==> src/rtl/lfsr_rand_range.sv <==
// Free-running Fibonacci LFSR with seed load and zero lock-up recovery, plus a
// request/valid front end that returns values in [0, LIMIT) by rejection sampling.
module lfsr_rand_range #(
    parameter int               WIDTH     = 12,
    parameter logic [WIDTH-1:0] TAPS      = 12'h829,
    parameter logic [WIDTH-1:0] INIT      = WIDTH'(1),
    parameter int               OUT_W     = 10,
    parameter int               LIMIT     = 768,
    parameter int               MAX_TRIES = 16
) (
    input  logic             i_Clk,
    input  logic             i_Rst,
    input  logic             i_Seed_Load,
    input  logic [WIDTH-1:0] i_Seed,
    input  logic             i_Req,
    output logic             o_Busy,
    output logic             o_Valid,
    output logic [OUT_W-1:0] o_Data,
    output logic             o_Fallback,
    output logic [WIDTH-1:0] o_State,
    output logic             o_Lockup
);

    localparam int               TRY_W     = $clog2(MAX_TRIES + 1);
    localparam logic [OUT_W:0]   LIMIT_EXT = (OUT_W + 1)'(LIMIT);
    localparam logic [TRY_W-1:0] LAST_TRY  = TRY_W'(MAX_TRIES - 1);
    // Clearing the top bit always lands below LIMIT because LIMIT > 2^(OUT_W-1).
    localparam logic [OUT_W-1:0] LOW_MASK  = {1'b0, {(OUT_W - 1){1'b1}}};

    typedef enum logic {
        IDLE,
        SAMPLE
    } fsm_t;

    fsm_t             fsm;
    fsm_t             fsm_next;
    logic [WIDTH-1:0] state;
    logic [TRY_W-1:0] tries;
    logic [OUT_W-1:0] candidate;
    logic             feedback;
    logic             in_range;
    logic             give_up;
    logic             done;

    assign feedback  = ^(state & TAPS);
    assign candidate = state[OUT_W-1:0];
    assign in_range  = {1'b0, candidate} < LIMIT_EXT;
    assign o_State   = state;

    always_ff @(posedge i_Clk) begin
        if (i_Rst) begin
            state    <= INIT;
            o_Lockup <= 1'b0;
        end else if (i_Seed_Load) begin
            if (i_Seed == '0) begin
                state    <= INIT;
                o_Lockup <= 1'b1;
            end else begin
                state    <= i_Seed;
                o_Lockup <= 1'b0;
            end
        end else if (state == '0) begin
            state    <= INIT;
            o_Lockup <= 1'b1;
        end else begin
            state    <= {state[WIDTH-2:0], feedback};
            o_Lockup <= 1'b0;
        end
    end

    always_ff @(posedge i_Clk) begin
        if (i_Rst) begin
            fsm <= IDLE;
        end else begin
            fsm <= fsm_next;
        end
    end

    always_comb begin
        fsm_next = fsm;
        case (fsm)
            IDLE:    if (i_Req) fsm_next = SAMPLE;
            SAMPLE:  if (done)  fsm_next = IDLE;
            default: fsm_next = IDLE;
        endcase
    end

    always_comb begin
        o_Busy  = (fsm == SAMPLE);
        give_up = (fsm == SAMPLE) && !in_range && (tries == LAST_TRY);
        done    = (fsm == SAMPLE) && (in_range || give_up);
    end

    // The candidate is the pre-advance state, so a seed load mid-sample only
    // affects the following attempt.
    always_ff @(posedge i_Clk) begin
        if (i_Rst) begin
            tries      <= '0;
            o_Valid    <= 1'b0;
            o_Data     <= '0;
            o_Fallback <= 1'b0;
        end else begin
            o_Valid <= done;
            if (fsm == IDLE) begin
                if (i_Req) tries <= '0;
            end else if (!in_range) begin
                tries <= tries + TRY_W'(1);
            end
            if (done) begin
                o_Data     <= in_range ? candidate : (candidate & LOW_MASK);
                o_Fallback <= !in_range;
            end
        end
    end

endmodule

==> config.mk <==
export PLATFORM = sky130hd
export DESIGN_NAME = lfsr_rand_range
export DESIGN_NICKNAME = d
export VERILOG_FILES = /design/src/rtl/lfsr_rand_range.sv
export SDC_FILE = /design/constraint.sdc
export NUM_CORES = 1
export LEC_CHECK = 0
export ABC_AREA = 1
export CORE_ASPECT_RATIO = 1.1
export CORE_MARGIN = 2
export CORE_UTILIZATION = 29
export DETAILED_ROUTE_END_ITERATION = 12
export GPL_TIMING_DRIVEN = 1
export PLACE_DENSITY = 0.6
export SYNTH_ARGS = -nofsm -noshare
export SYNTH_HDL_FRONTEND = slang
export SYNTH_SLANG_ARGS = --single-unit
==> constraint.sdc <==
create_clock -name i_Clk -period 1.3 [get_ports i_Clk]
set_input_delay 0.26 -clock i_Clk [delete_from_list [all_inputs] [get_ports i_Clk]]
set_output_delay 0.26 -clock i_Clk [all_outputs]
set_load 0.01 [all_outputs]
==> metrics.txt <==
# TYPE chip_impl_metric gauge
chip_impl_info{name="run_status",value="complete, but fails checks"} 1
chip_impl_info{name="failed_checks",value="negative setup slack"} 1
chip_impl_metric{name="grt_start_max_net_pins",unit=""} 13
chip_impl_info{name="hold_path_class",value="flip-flop to flip-flop"} 1
chip_impl_metric{name="place_congestion",unit=""} 0.761
chip_impl_metric{name="dieArea",unit="um2"} 4970
chip_impl_metric{name="worst_slack",unit="ns"} -0.109
chip_impl_metric{name="critical_path_required",unit="ns"} 1.51
chip_impl_metric{name="switching_share",unit="%"} 25.6
chip_impl_metric{name="clock.fmax",unit="MHz"} 710
chip_impl_metric{name="starting_utilization_of_the_core_area",unit="%"} 29.9
chip_impl_metric{name="antenna-diode-count",unit=""} 0
chip_impl_metric{name="post_cts_buffers",unit=""} 0
chip_impl_metric{name="r2r.worst_path.cells",unit=""} 8
chip_impl_metric{name="power_density",unit="nW/um2"} 1090
chip_impl_metric{name="maxCapViolations",unit=""} 0
chip_impl_info{name="tritoncts",value="built"} 1
chip_impl_info{name="cp_common_cell",value="sky130_fd_sc_hd__ha_4"} 1
chip_impl_info{name="layout.cells.most_common_list",value="sky130_fd_sc_hd__nand2_1 (39), sky130_fd_sc_hd__nor2_1 (34), sky130_fd_sc_hd__dfxtp_1 (28)"} 1
chip_impl_metric{name="register_bit_count_reported_by_yosys",unit=""} 31
chip_impl_info{name="endpoint_kind",value="flip-flop"} 1
chip_impl_metric{name="timing.final.setup_violations",unit=""} 11
chip_impl_metric{name="viasPerCell",unit=""} 4.38
chip_impl_metric{name="avgRoutedWirePerCell",unit="um"} 11.0
chip_impl_metric{name="netlist_area_before_placement",unit="um2"} 1280
chip_impl_metric{name="p_clk_share",unit="%"} 37.6
chip_impl_metric{name="cts_bufs_inserted",unit=""} 5
chip_impl_metric{name="report.final.hold_viol_count",unit=""} 0
chip_impl_metric{name="critical_path_arrival",unit="ns"} 1.62
chip_impl_metric{name="die_y",unit="um"} 73.7
chip_impl_metric{name="cts_hold_buf",unit=""} 0
chip_impl_metric{name="coreArea",unit="um2"} 4290
chip_impl_info{name="timing.critical_path.from_type",value="flip-flop"} 1
chip_impl_metric{name="timing.hold.worst_path_depth",unit=""} 2
chip_impl_metric{name="grt_antenna_before_repair",unit=""} 0
chip_impl_metric{name="drcViolationCount",unit=""} 0
chip_impl_metric{name="pin_count",unit=""} 42
chip_impl_metric{name="post-route-period-util",unit="%"} 108
chip_impl_metric{name="drt-total-wl",unit="um"} 3250
chip_impl_metric{name="worstSkewPairLatency",unit="ns"} 0.29
chip_impl_metric{name="r2r_slack",unit="ns"} -0.11
chip_impl_info{name="criticalPathCategory",value="flip-flop to flip-flop"} 1
chip_impl_metric{name="setup-tns-final",unit="ns"} -0.499
chip_impl_metric{name="detailedRoute.firstPassIterationCount",unit=""} 4
chip_impl_metric{name="cts_htree_levels",unit=""} 2
chip_impl_metric{name="tightestPinTransition",unit="ns"} 0.207
chip_impl_metric{name="critical_path_buf_inv_count",unit=""} 1
chip_impl_metric{name="drive_gt1_share",unit="%"} 22.4
chip_impl_metric{name="fp.dieW",unit="um"} 67.4
chip_impl_metric{name="fin_skew",unit="ns"} 0.00804
chip_impl_metric{name="yosys_warnings",unit=""} 0
chip_impl_metric{name="power.ir.vdd_worst",unit="uV"} 573
chip_impl_metric{name="route.antenna.remaining_nets",unit=""} 0
chip_impl_metric{name="cts-root-to-sink-buffers",unit=""} 2
chip_impl_metric{name="row_count",unit=""} 25
chip_impl_info{name="cts.root.buffer_cell",value="sky130_fd_sc_hd__clkbuf_8"} 1
chip_impl_metric{name="synth.lib_cells_used.distinct",unit=""} 23
chip_impl_metric{name="slew_viols_final",unit=""} 0
chip_impl_metric{name="io_buffer_count",unit=""} 41
chip_impl_metric{name="synth_sequential_area_ratio",unit="%"} 48.4
chip_impl_metric{name="route.vias.total",unit=""} 1292
chip_impl_metric{name="comb_power_share",unit="%"} 16.7
chip_impl_metric{name="total_switching_power",unit="uW"} 576
chip_impl_metric{name="area.growth.synth_to_final",unit="%"} 61.3
chip_impl_metric{name="relative_max_transition_margin",unit="%"} 86.2
chip_impl_metric{name="syn_avg_cell_area",unit="um2"} 7.32
chip_impl_metric{name="leakage_power",unit="nW"} 0.961
chip_impl_info{name="unrepaired_setup_endpoints_after_global_routing",value="true"} 1
chip_impl_metric{name="cts.sinks",unit=""} 31
chip_impl_metric{name="grt_remaining_overflow",unit=""} 0
chip_impl_metric{name="grtUsageTotal",unit="%"} 14.7
chip_impl_metric{name="postLayoutCoreUtil",unit="%"} 48.2
chip_impl_metric{name="critical_path_cell_count",unit=""} 8
chip_impl_info{name="critPathTopFamily",value="flip-flops"} 1
chip_impl_info{name="crit_path_cell_chain",value="ha_4 > nand2_4 > nor2_4 > ha_4 > o21ai_4 > buf_6 > nand2_2 > a21oi_1"} 1
chip_impl_metric{name="detailedPlacementHpwl",unit="um"} 2480
chip_impl_metric{name="period_needed",unit="ns"} 1.41
chip_impl_metric{name="synthesis.nets",unit=""} 193
chip_impl_metric{name="wire_length_of_the_first_global_routing_pass",unit="um"} 5490
chip_impl_metric{name="first_iter_violations",unit=""} 45
chip_impl_metric{name="count_of_mapped_cells_out_of_synthesis",unit=""} 175
chip_impl_info{name="cpMaxStageDelayCell",value="sky130_fd_sc_hd__dfxtp_2"} 1
chip_impl_metric{name="critical-path-max-stage-delay",unit="ns"} 0.34
chip_impl_metric{name="critPathMaxFanout",unit=""} 8
chip_impl_metric{name="cellInternalPower",unit="mW"} 1.67
chip_impl_metric{name="clk_pin_slew_worst_paths",unit="ns"} 0.06
chip_impl_metric{name="power.share.sequential",unit="%"} 45.7
chip_impl_metric{name="grt_pass1_vias",unit=""} 1285
chip_impl_metric{name="layout.nets",unit=""} 258
chip_impl_info{name="most_common_library_cell_in_the_layout_ignoring_fill_and_taps",value="sky130_fd_sc_hd__nand2_1"} 1
==> state kept, by name (all words and copies together), names as in the netlist <==
| register | count |
|---|---|
| o_Data | 10 |
| o_Busy | 1 |
| tries | 5 |
| o_Lockup | 1 |
| o_State | 12 |
| o_Fallback | 1 |
| o_Valid | 1 |
==> layer usage <==
layer	wire, um	part of all wire [%]	vias up	track usage, %
li1	-	-	688	-
met1	1540	47	573	18.5
met2	1510	46	26	23.8
met3	139	4.3	5	4.13
met4	61	1.9	0	5.44
met5	0	0	-	0
==> what timing repair did <==
item | CTS | global route
resized for setup | 42 | 5
endpoints found under the setup margin | 38 | 13
pin swaps | 0 | 8
==> tightest hold or removal path: cells and delay by family (launching register included) <==
kind	cells	cell delay [ns]
flops	1	0.31
simple gates	1	0.06
compound gates	1	0.04
==> cells in the mapped netlist (all sizes together) <==
cell / instances / area [um2]
ha: 2 / 25.0
xor2: 2 / 17.5
o22ai: 1 / 6.26
nor2: 36 / 135
clkbuf: 2 / 8.75
a21oi: 17 / 88.8
xnor2: 2 / 17.5
dfxtp: 31 / 621
a211oi: 2 / 15.0
nand2: 42 / 158
nand3: 4 / 20.0
buf: 4 / 26.3
inv: 12 / 45.0
or2: 3 / 18.8
nor3: 1 / 5.00
o21ai: 14 / 73.8
==> path summary, 6_finish.rpt <==
| check | from | end |
|---|---|---|
| setup / recovery | tries[0] | o_Fallback |
| hold / removal | o_Data[9] | o_Data[9] |
| setup reg to reg | tries[0] | o_Fallback |
| hold reg to reg | o_Data[9] | o_Data[9] |
==> final cells by class <==
cell class / instances / area (um2)
Timing Repair Buffer: 64 / 558
Tap cell: 54 / 67.6
Clock buffer: 7 / 96.3
Inverter: 12 / 47.5
Multi-Input combinational cell: 126 / 666
Clock inverter: 1 / 7.51
Fill cell: 445 / 2220
Sequential cell: 31 / 624
==> power by group through the flow <==
| stage | clock network, mW | logic, mW | registers [mW] |
|---|---|---|---|
| 6_report | 0.845 | 0.376 | 1.03 |
| 5_1_grt | 0.908 | 0.419 | 1.03 |
| 2_1_floorplan | 0 | 0.140 | 1.08 |
| 4_1_cts | 0.872 | 0.379 | 1.03 |
| 3_3_place_gp | 0 | 0.391 | 1.05 |
| 3_5_place_dp | 0 | 0.392 | 1.05 |
==> through the flow <==
stage | cell area (um2) | total power, mW | hold slack [ns] | std cells | setup WS, ns
2_1_floorplan | 1300 | 1.22 | 0.395 | 175 | 0.0133
3_3_place_gp | 1910 | 1.44 | 0.455 | 287 | -0.127
3_5_place_dp | 1910 | 1.44 | 0.453 | 287 | -0.168
4_1_cts | 2040 | 2.28 | 0.465 | 295 | -0.117
5_1_grt | 2070 | 2.36 | 0.485 | 295 | -0.179
6_report | 2070 | 2.25 | 0.460 | 295 | -0.109
==> kinds of logic (layout without fill, tap and decap cells) <==
family / after synthesis / after routing / share of synthesized area (%)
buffers and inverters: 18 / 84 / 6.25
flip-flops: 31 / 31 / 48.4
AO/OA/AOI/OAI: 34 / 34 / 14.4
XOR/XNOR: 4 / 4 / 2.73
adder cells (fa/ha/maj): 2 / 2 / 1.95
AND/OR/NAND/NOR: 86 / 86 / 26.3
(Power assumes the default switching activity.)
